## src/rtl/mc_ctrl_if.sv

```systemverilog
// Control bundle between the multi-cycle MIPS sequencer (master) and the datapath (slave).
interface mc_ctrl_if #(
  parameter int OPCODE_WIDTH     = 6,
  parameter int FUNCT_WIDTH      = 6,
  parameter int ALUCONTROL_WIDTH = 3,
  parameter int STATE_WIDTH      = 4
);
  logic [OPCODE_WIDTH-1:0]     OpCode;
  logic [FUNCT_WIDTH-1:0]      Funct;
  logic                        Zero_flag;
  logic                        mem_ready;
  logic                        IorD;
  logic                        MemRead;
  logic                        MemWrite;
  logic                        IRWrite;
  logic                        RegDst;
  logic                        MemtoReg;
  logic                        RegWrite;
  logic                        ALUSrcA;
  logic [1:0]                  ALUSrcB;
  logic [ALUCONTROL_WIDTH-1:0] ALUControl;
  logic [1:0]                  PCSrc;
  logic                        PCEn;
  logic                        illegal_op;
  logic [STATE_WIDTH-1:0]      state_o;

  modport master (
    input  OpCode, Funct, Zero_flag, mem_ready,
    output IorD, MemRead, MemWrite, IRWrite, RegDst, MemtoReg, RegWrite,
           ALUSrcA, ALUSrcB, ALUControl, PCSrc, PCEn, illegal_op, state_o
  );

  modport slave (
    output OpCode, Funct, Zero_flag, mem_ready,
    input  IorD, MemRead, MemWrite, IRWrite, RegDst, MemtoReg, RegWrite,
           ALUSrcA, ALUSrcB, ALUControl, PCSrc, PCEn, illegal_op, state_o
  );
endinterface

```

## src/rtl/mc_control_fsm.sv

```systemverilog
// Multi-cycle MIPS control sequencer (fetch/decode/execute/memory/writeback) with memory-ready stalls.
// Optional retire/stall performance counters when MC_CTRL_PERF_CNT_EN is defined.
module mc_control_fsm #(
  parameter int OPCODE_WIDTH     = 6,
  parameter int FUNCT_WIDTH      = 6,
  parameter int ALUCONTROL_WIDTH = 3,
  parameter int STATE_WIDTH      = 4
) (
  input  logic         clk,
  input  logic         rst_n,
  mc_ctrl_if.master    bus
`ifdef MC_CTRL_PERF_CNT_EN
  ,
  output logic [31:0]  instr_retired,
  output logic [31:0]  stall_cycles
`endif
);

  typedef enum logic [STATE_WIDTH-1:0] {
    FETCH  = 4'd0,  DECODE = 4'd1,  MEMADR = 4'd2,  MEMRD  = 4'd3,
    MEMWB  = 4'd4,  MEMWR  = 4'd5,  EXEC   = 4'd6,  ALUWB  = 4'd7,
    BRANCH = 4'd8,  ADDIEX = 4'd9,  ADDIWB = 4'd10, JUMP   = 4'd11
  } state_t;

  typedef struct packed {
    logic                        iord;
    logic                        mem_read;
    logic                        mem_write;
    logic                        ir_write;
    logic                        reg_dst;
    logic                        memto_reg;
    logic                        reg_write;
    logic                        alu_src_a;
    logic [1:0]                  alu_src_b;
    logic [ALUCONTROL_WIDTH-1:0] alu_control;
    logic [1:0]                  pc_src;
    logic                        pc_en;
    logic                        illegal_op;
  } ctrl_t;

  localparam logic [OPCODE_WIDTH-1:0] OP_RTYPE = 6'b000000;
  localparam logic [OPCODE_WIDTH-1:0] OP_LW    = 6'b100011;
  localparam logic [OPCODE_WIDTH-1:0] OP_SW    = 6'b101011;
  localparam logic [OPCODE_WIDTH-1:0] OP_BEQ   = 6'b000100;
  localparam logic [OPCODE_WIDTH-1:0] OP_ADDI  = 6'b001000;
  localparam logic [OPCODE_WIDTH-1:0] OP_J     = 6'b000010;

  localparam logic [ALUCONTROL_WIDTH-1:0] ALU_ADD = 3'b010;
  localparam logic [ALUCONTROL_WIDTH-1:0] ALU_SUB = 3'b100;
  localparam logic [ALUCONTROL_WIDTH-1:0] ALU_SLT = 3'b110;
  localparam logic [ALUCONTROL_WIDTH-1:0] ALU_MUL = 3'b101;

  function automatic logic [ALUCONTROL_WIDTH-1:0] alu_from_funct(
    input logic [FUNCT_WIDTH-1:0] funct
  );
    case (funct)
      6'b100000: return ALU_ADD;
      6'b100010: return ALU_SUB;
      6'b101010: return ALU_SLT;
      6'b011100: return ALU_MUL;
      default:   return ALU_ADD;
    endcase
  endfunction

  state_t state;
  state_t state_nxt;
  ctrl_t  ctrl;

  always_ff @(posedge clk or negedge rst_n) begin
    if (!rst_n) state <= FETCH;
    else        state <= state_nxt;
  end

  always_comb begin
    state_nxt = state;
    ctrl      = '0;
    case (state)
      FETCH: begin
        ctrl.mem_read    = 1'b1;
        ctrl.alu_src_b   = 2'b01;
        ctrl.alu_control = ALU_ADD;
        ctrl.ir_write    = bus.mem_ready;
        ctrl.pc_en       = bus.mem_ready;
        if (bus.mem_ready) state_nxt = DECODE;
      end
      DECODE: begin
        // Speculatively compute the branch target while the opcode is decoded.
        ctrl.alu_src_b   = 2'b11;
        ctrl.alu_control = ALU_ADD;
        case (bus.OpCode)
          OP_LW, OP_SW: state_nxt = MEMADR;
          OP_RTYPE:     state_nxt = EXEC;
          OP_BEQ:       state_nxt = BRANCH;
          OP_ADDI:      state_nxt = ADDIEX;
          OP_J:         state_nxt = JUMP;
          default: begin
            state_nxt       = FETCH;
            ctrl.illegal_op = 1'b1;
          end
        endcase
      end
      MEMADR, ADDIEX: begin
        ctrl.alu_src_a   = 1'b1;
        ctrl.alu_src_b   = 2'b10;
        ctrl.alu_control = ALU_ADD;
        if (state == ADDIEX)           state_nxt = ADDIWB;
        else if (bus.OpCode == OP_LW)  state_nxt = MEMRD;
        else                           state_nxt = MEMWR;
      end
      MEMRD: begin
        ctrl.iord     = 1'b1;
        ctrl.mem_read = 1'b1;
        if (bus.mem_ready) state_nxt = MEMWB;
      end
      MEMWB: begin
        ctrl.memto_reg = 1'b1;
        ctrl.reg_write = 1'b1;
        state_nxt      = FETCH;
      end
      MEMWR: begin
        // Strobe is held through the wait; memory commits on the ready cycle.
        ctrl.iord      = 1'b1;
        ctrl.mem_write = 1'b1;
        if (bus.mem_ready) state_nxt = FETCH;
      end
      EXEC: begin
        ctrl.alu_src_a   = 1'b1;
        ctrl.alu_control = alu_from_funct(bus.Funct);
        state_nxt        = ALUWB;
      end
      ALUWB: begin
        ctrl.reg_dst   = 1'b1;
        ctrl.reg_write = 1'b1;
        state_nxt      = FETCH;
      end
      BRANCH: begin
        ctrl.alu_src_a   = 1'b1;
        ctrl.alu_control = ALU_SUB;
        ctrl.pc_src      = 2'b01;
        ctrl.pc_en       = bus.Zero_flag;
        state_nxt        = FETCH;
      end
      ADDIWB: begin
        ctrl.reg_write = 1'b1;
        state_nxt      = FETCH;
      end
      JUMP: begin
        ctrl.pc_src = 2'b10;
        ctrl.pc_en  = 1'b1;
        state_nxt   = FETCH;
      end
      default: state_nxt = FETCH;
    endcase
  end

  // Everything is forced quiet while reset is held, including FETCH's read request.
  ctrl_t ctrl_q;
  assign ctrl_q = rst_n ? ctrl : '0;

  assign bus.IorD       = ctrl_q.iord;
  assign bus.MemRead    = ctrl_q.mem_read;
  assign bus.MemWrite   = ctrl_q.mem_write;
  assign bus.IRWrite    = ctrl_q.ir_write;
  assign bus.RegDst     = ctrl_q.reg_dst;
  assign bus.MemtoReg   = ctrl_q.memto_reg;
  assign bus.RegWrite   = ctrl_q.reg_write;
  assign bus.ALUSrcA    = ctrl_q.alu_src_a;
  assign bus.ALUSrcB    = ctrl_q.alu_src_b;
  assign bus.ALUControl = ctrl_q.alu_control;
  assign bus.PCSrc      = ctrl_q.pc_src;
  assign bus.PCEn       = ctrl_q.pc_en;
  assign bus.illegal_op = ctrl_q.illegal_op;
  assign bus.state_o    = state;

`ifdef MC_CTRL_PERF_CNT_EN
  logic retire;
  logic stall;

  // DECODE -> FETCH is the illegal-op path and does not retire.
  assign retire = (state_nxt == FETCH) &&
                  (state inside {MEMWB, MEMWR, ALUWB, BRANCH, ADDIWB, JUMP});
  assign stall  = (state inside {FETCH, MEMRD, MEMWR}) && !bus.mem_ready;

  always_ff @(posedge clk or negedge rst_n) begin
    if (!rst_n) begin
      instr_retired <= '0;
      stall_cycles  <= '0;
    end else begin
      if (retire) instr_retired <= instr_retired + 32'd1;
      if (stall)  stall_cycles  <= stall_cycles + 32'd1;
    end
  end
`endif

endmodule

```

## src/flat_wrapper.sv

```systemverilog
// flat-port wrapper written by rule: the top's interface ports become plain ports
module mc_control_fsm_flat 
#(
  parameter int OPCODE_WIDTH     = 6,
  parameter int FUNCT_WIDTH      = 6,
  parameter int ALUCONTROL_WIDTH = 3,
  parameter int STATE_WIDTH      = 4
)
  (clk, rst_n, bus_OpCode, bus_Funct, bus_Zero_flag, bus_mem_ready, bus_IorD, bus_MemRead, bus_MemWrite, bus_IRWrite, bus_RegDst, bus_MemtoReg, bus_RegWrite, bus_ALUSrcA, bus_ALUSrcB, bus_ALUControl, bus_PCSrc, bus_PCEn, bus_illegal_op, bus_state_o);
  mc_ctrl_if #(.OPCODE_WIDTH(OPCODE_WIDTH), .FUNCT_WIDTH(FUNCT_WIDTH), .ALUCONTROL_WIDTH(ALUCONTROL_WIDTH), .STATE_WIDTH(STATE_WIDTH)) bus_i ();
  input  logic clk;
  input  logic rst_n;
  input wire logic [$bits(bus_i.OpCode)-1:0] bus_OpCode;
  input wire logic [$bits(bus_i.Funct)-1:0] bus_Funct;
  input wire logic [$bits(bus_i.Zero_flag)-1:0] bus_Zero_flag;
  input wire logic [$bits(bus_i.mem_ready)-1:0] bus_mem_ready;
  output wire logic [$bits(bus_i.IorD)-1:0] bus_IorD;
  output wire logic [$bits(bus_i.MemRead)-1:0] bus_MemRead;
  output wire logic [$bits(bus_i.MemWrite)-1:0] bus_MemWrite;
  output wire logic [$bits(bus_i.IRWrite)-1:0] bus_IRWrite;
  output wire logic [$bits(bus_i.RegDst)-1:0] bus_RegDst;
  output wire logic [$bits(bus_i.MemtoReg)-1:0] bus_MemtoReg;
  output wire logic [$bits(bus_i.RegWrite)-1:0] bus_RegWrite;
  output wire logic [$bits(bus_i.ALUSrcA)-1:0] bus_ALUSrcA;
  output wire logic [$bits(bus_i.ALUSrcB)-1:0] bus_ALUSrcB;
  output wire logic [$bits(bus_i.ALUControl)-1:0] bus_ALUControl;
  output wire logic [$bits(bus_i.PCSrc)-1:0] bus_PCSrc;
  output wire logic [$bits(bus_i.PCEn)-1:0] bus_PCEn;
  output wire logic [$bits(bus_i.illegal_op)-1:0] bus_illegal_op;
  output wire logic [$bits(bus_i.state_o)-1:0] bus_state_o;
  assign bus_i.OpCode = bus_OpCode;
  assign bus_i.Funct = bus_Funct;
  assign bus_i.Zero_flag = bus_Zero_flag;
  assign bus_i.mem_ready = bus_mem_ready;
  assign bus_IorD = bus_i.IorD;
  assign bus_MemRead = bus_i.MemRead;
  assign bus_MemWrite = bus_i.MemWrite;
  assign bus_IRWrite = bus_i.IRWrite;
  assign bus_RegDst = bus_i.RegDst;
  assign bus_MemtoReg = bus_i.MemtoReg;
  assign bus_RegWrite = bus_i.RegWrite;
  assign bus_ALUSrcA = bus_i.ALUSrcA;
  assign bus_ALUSrcB = bus_i.ALUSrcB;
  assign bus_ALUControl = bus_i.ALUControl;
  assign bus_PCSrc = bus_i.PCSrc;
  assign bus_PCEn = bus_i.PCEn;
  assign bus_illegal_op = bus_i.illegal_op;
  assign bus_state_o = bus_i.state_o;
  mc_control_fsm #(.OPCODE_WIDTH(OPCODE_WIDTH), .FUNCT_WIDTH(FUNCT_WIDTH), .ALUCONTROL_WIDTH(ALUCONTROL_WIDTH), .STATE_WIDTH(STATE_WIDTH)) u_core (.clk(clk), .rst_n(rst_n), .bus(bus_i));
endmodule
```

## config.mk

```make
export PLATFORM = sky130hd
export DESIGN_NAME = mc_control_fsm_flat
export DESIGN_NICKNAME = d
export VERILOG_FILES = /design/src/rtl/mc_ctrl_if.sv /design/src/rtl/mc_control_fsm.sv /design/src/flat_wrapper.sv
export SDC_FILE = /design/constraint.sdc
export NUM_CORES = 1
export LEC_CHECK = 0
export CAP_MARGIN = 20
export CORE_MARGIN = 5
export CORE_UTILIZATION = 38
export DETAILED_ROUTE_END_ITERATION = 6
export HOLD_SLACK_MARGIN = 0.08
export PLACE_DENSITY = 0.84
export SYNTH_ARGS = -nofsm -noshare
export SYNTH_HDL_FRONTEND = slang
export SYNTH_SLANG_ARGS = --single-unit
```

## constraint.sdc

```tcl
create_clock -name clk -period 2.2 [get_ports clk]
set_clock_uncertainty 0.05 [all_clocks]
set_input_delay 0.66 -clock clk [delete_from_list [all_inputs] [get_ports clk]]
set_output_delay 0.66 -clock clk [all_outputs]
set_load 0.02 [all_outputs]
```

==> results of run 1 <==
-- logic make-up after synthesis --
family / count (synthesis)
DFF: 4
and+or+nand+nor: 48
muxes: 1
xor gates and xnor gates: 4
AOI/OAI and AO/OA: 26
buffers and inverters: 11
-- repair_timing --
action                     CTS
hold endpoints to repair     0
pin swaps                   13
buffers inserted            20
cloned                       0
gates resized for setup    158
hold buffers                 0
setup endpoints to repair   20
-- per-stage QoR --
stage	setup TNS, ns	hold slack, ns	instances	setup WS (ns)
CTS	-0.963	0.393	198	-0.251
detailed placement	-13.53	0.669	175	-0.973
global placement	-12.95	0.639	175	-0.934
floorplan	-0.190	0.314	94	-0.0640
-- routing by layer --
layer  GRT overflow  global-route usage (%)
met1              0                    54.6
met2              6                    78.7
met3              0                    42.7
met4              4                    65.5
met5              0                    9.52
==> flow_metrics.tcl, run 1 <==
set metrics [dict create \
    initial_utilization_pct 39.5 \
    numCtsBuffers 3 \
    synth_seq_area_share_pct 15.0 \
    synth.cells.most_frequent "a21oi_1, nand2_1, nor2_1, nor3_1, nor3b_1" \
    io-pin-count 37 \
    crit_endpoint "bus_ALUControl[2]" \
    main_combinational_cell_family_by_area_after_synthesis "simple AND/OR/NAND/NOR gates" \
    synth_enable_flop_cells 0 \
    grt.total_usage_pct 59.4 \
    dpl.hpwl_mm 2.44 \
    synth_compound_area_share_pct 26.6 \
    synth.lib_cells_used.distinct 38 \
    synth_top_area_share_pct 15.0 \
    post_synth_instance_area_sq_um 667 \
    post-synth-top-count-cell "a21oi_1" \
    mappedNetlistNets 110 \
    synth_xor_area_share_pct 5.25 \
    synth_fa_ha_area_share_pct 0 \
    placement.cell_area_sq_um 1320 \
    postSynthAreaPerCell_sq_um 7.09 \
    flow.first_error "[ERROR GRT-0232] Routing congestion too high. Check the congestion heatmap in the GUI." \
    synthFlopType "dfrtp_1" \
    clock_tree.htree_level_count 1 \
    numPortBuffers 36 \
    synthCells 94 \
    dieHeight_um 51.9 \
    synthesis.yosys.warnings 0 \
    cts-root-to-sink-buffers 2 \
    largest_net_degree_at_the_start_of_global_routing 9 \
    lastStage "global routing" \
    ys_seq_elements 4 \
    gp_congestion 0.886 \
    synth_simple_gate_area_share_pct 43.7 \
    post_synth_mux_area_share_pct 1.50 \
    share_of_async_settable_or_async_resettable_flops_after_synthesis_pct 100 \
    grt_remaining_overflow 10 \
    run_status "did not finish" \
    post_synth_main_area_contributors "dfrtp_1, a21oi_1, nor3b_1" \
    timing.worst_endpoint.kind "top-level output" \
    synth_top_area_cell "dfrtp_1" \
    die_x_um 51.9 \
    cts.sinks 4 \
    core.rowCount 15 \
    cts_root_buffer "clkbuf_4" \
]
==> run 2, diff against run 1 <==
--- a/config.mk
+++ b/config.mk
@@ -6,11 +6,10 @@
 export NUM_CORES = 1
 export LEC_CHECK = 0
 export CAP_MARGIN = 20
-export CORE_MARGIN = 5
-export CORE_UTILIZATION = 38
+export CORE_AREA = 5 5 66 68
 export DETAILED_ROUTE_END_ITERATION = 6
-export HOLD_SLACK_MARGIN = 0.08
-export PLACE_DENSITY = 0.84
+export DIE_AREA = 0 0 71 73
+export PLACE_DENSITY_LB_ADDON = 0.15
 export SYNTH_ARGS = -nofsm -noshare
 export SYNTH_HDL_FRONTEND = slang
 export SYNTH_SLANG_ARGS = --single-unit
==> run 2 against run 1 <==
Net effect: the flow now finishes, with violations (setup timing); synthesized area is the same; synthesized cell count stayed put.
==> flow_metrics.tcl, run 2 <==
set metrics [dict create \
    timing_worst_slew_pin_value_ns 0.454 \
    critical_path.reg2reg.startpoint "u_core.bus.state_o[1]" \
    number_of_flip_flops_in_the_largest_register 4 \
    finalCritPeriodShare_pct 106 \
    largest_net_degree_at_the_start_of_global_routing 10 \
    cts_tree "built" \
    dpl.hpwl_mm 2.23 \
    wire_length_of_the_first_global_routing_pass_mm 4.80 \
    finish.cell_count_without_fillers 228 \
    synth_top_area_cell "dfrtp_1" \
    cts-root-to-sink-buffers 2 \
    first_pass_iters 4 \
    totalNegativeSetupSlack_ns -0.501 \
    wl_per_cell_um 13.4 \
    critPathArrivalTime_ns 1.62 \
    grt.total_usage_pct 11.1 \
    share_clk_of_total_power_pct 17.2 \
    placeableCoreArea_sq_um 3800 \
    failed_checks "setup timing" \
    criticalPathCategory "input port to output pin" \
    met3_usage_pct 3.86 \
    critical_path.startpoint_type "input port" \
    cts.sinks 4 \
    drt_drc_violations_left 0 \
    holdWs_ns 0.447 \
    clock_tree.htree_level_count 1 \
    globalRouteMet2Util_pct 20.1 \
    register_area_sq_um 103 \
    cp_data_required_time_ns 1.49 \
    switching_share_pct 41.4 \
    routed_wirelength_mm 3.06 \
    grt_setup_unrepaired "yes" \
    synth_seq_area_share_pct 15.0 \
    die_area_sq_um 5180 \
    power_frac_seq_pct 10.8 \
    gr-max-usage-layer "met2" \
    drtIter0Drc 16 \
    post-route-worst-setup-slack_ns -0.133 \
    global_route.usage.met1_pct 13.4 \
    layout.nets 195 \
    layout-area-overhead-vs-synth_pct 153 \
    power.switching_w 0.000393 \
    synth_top_area_share_pct 15.0 \
    postSynthAreaPerCell_sq_um 7.09 \
    diodes 0 \
    critPathMaxFanout 2 \
    synth_enable_flop_cells 0 \
    vdd.ir_drop.worst_v 0.000342 \
    power.total_w 0.000949 \
    vias 1058 \
    clkSlewWorstSetupHoldPaths_ns 0.03 \
    power_density_nw_per_um2 564 \
    endpoint_kind "output pin" \
    reg2reg_depth 5 \
    max_slew_margin_pct 69.7 \
    grt_remaining_overflow 0 \
    share_of_async_settable_or_async_resettable_flops_after_synthesis_pct 100 \
    initial_utilization_pct 17.6 \
    initial_antenna_violation_count 0 \
    ys_seq_elements 4 \
    power_frac_comb_pct 71.9 \
    numPortBuffers 36 \
    die_x_um 71 \
    placed_cells_incl_taps 211 \
    pre_cts_ws_ns -0.974 \
    vias_per_cell 4.64 \
    mappedNetlistNets 110 \
    worstSkewPairLatency_ns 0.22 \
    n_fill_cell 395 \
    setup_viol 8 \
    final.min_clock_period_ns 2.33 \
    hold_path_class "input port to async pin" \
    post_synth_main_area_contributors "dfrtp_1, a21oi_1, nor3b_1" \
    first_global_vias 1033 \
    synth.lib_cells_used.distinct 38 \
    synthCells 94 \
    post_synth_instance_area_sq_um 667 \
    fmaxAchievable_mhz 429 \
    synth.cells.most_frequent "a21oi_1, nand2_1, nor2_1, nor3_1, nor3b_1" \
    post-synth-top-count-cell "a21oi_1" \
    numCtsBuffers 3 \
    core.rowCount 23 \
    max_cap_violations 0 \
    dieHeight_um 73 \
    final-max-slew-violation-count 0 \
    leading_cell_type_in_the_layout_fill_and_taps_excluded "buf_4" \
    leakage_power_nw 0.766 \
    gp_congestion 0.865 \
    power_report.internal_total_w 0.000556 \
    cts_root_buffer "clkbuf_8" \
    ant_nets 0 \
    area_of_combinational_cells_with_multiple_inputs_sq_um 741 \
    worst_setup_path_startpoint "bus_Funct[5]" \
    leading_cell_types_in_the_layout_fill_and_taps_excluded "buf_4, buf_6, buf_2" \
    synthFlopType "dfrtp_1" \
    hold_viol_final 0 \
    io-pin-count 37 \
    run_status "finished, violations left" \
    synthesis.yosys.warnings 0 \
    drive_above_1_share_pct 62.4 \
]
==> run 2: kinds of logic after synthesis <==
family	share of synthesized area, %
compound gates	26.6
buf+inv	7.88
simple gates	43.7
flops	15.0
xor+xnor	5.25
mux	1.50
==> run 2: metal layers <==
metal / vias to the layer above / share of wire (%)
met5: - / 0
met1: 497 / 41
li1: 528 / -
met3: 2 / 6.6
met2: 31 / 51
met4: 0 / 1.2
==> run 2: path summary, 6_finish.rpt <==
path                                    endpoint  slack (ns)
min in group clk           u_core.bus.state_o[0]        0.58
max                            bus_ALUControl[0]       -0.13
min                        u_core.bus.state_o[0]        0.45
min reg2reg                u_core.bus.state_o[0]        0.58
max reg2reg                u_core.bus.state_o[0]        0.58
max in group asynchronous  u_core.bus.state_o[3]        1.53
==> run 2: layout make-up <==
class                   count  area share [%]
multi-input cells          79            44.0
repair buffers             88            42.9
flip-flops and latches      4            6.09
well taps                  50            3.71
clock buffers               4            2.67
inverters                   3           0.669
==> run 2: worst max-delay path: stages <==
cell	delay (ns)
buf_8	0.09
nand2b_4	0.14
buf_6	0.11
nor4_4	0.12
buf_4	0.15
nor4b_4	0.17
buf_4	0.17
==> run 2: repair_timing <==
action	4_1_cts	5_1_grt
pin swaps	19	10
hold buffers	0	0
setup endpoints to repair	20	15
buffers inserted	11	3
resized for setup	158	34
==> run 2: power by group through the flow <==
stage,clock network (W),logic [W],registers (W)
5_1_grt,0.000175,0.000735,0.000107
3_3_place_gp,0,0.000576,0.000105
2_1_floorplan,0,0.000267,0.000121
3_5_place_dp,0,0.000574,0.000105
4_1_cts,0.000167,0.000628,0.000103
6_report,0.000164,0.000683,0.000103
==> run 2: per-stage QoR <==
stage,cell area [sq um],utilization [%]
finish,1680,44.3
global placement,1380,36.4
detailed placement,1380,36.4
CTS,1520,40.1
floorplan,707,-
global route,1680,44.3
Power figures use the tool's default switching activity.
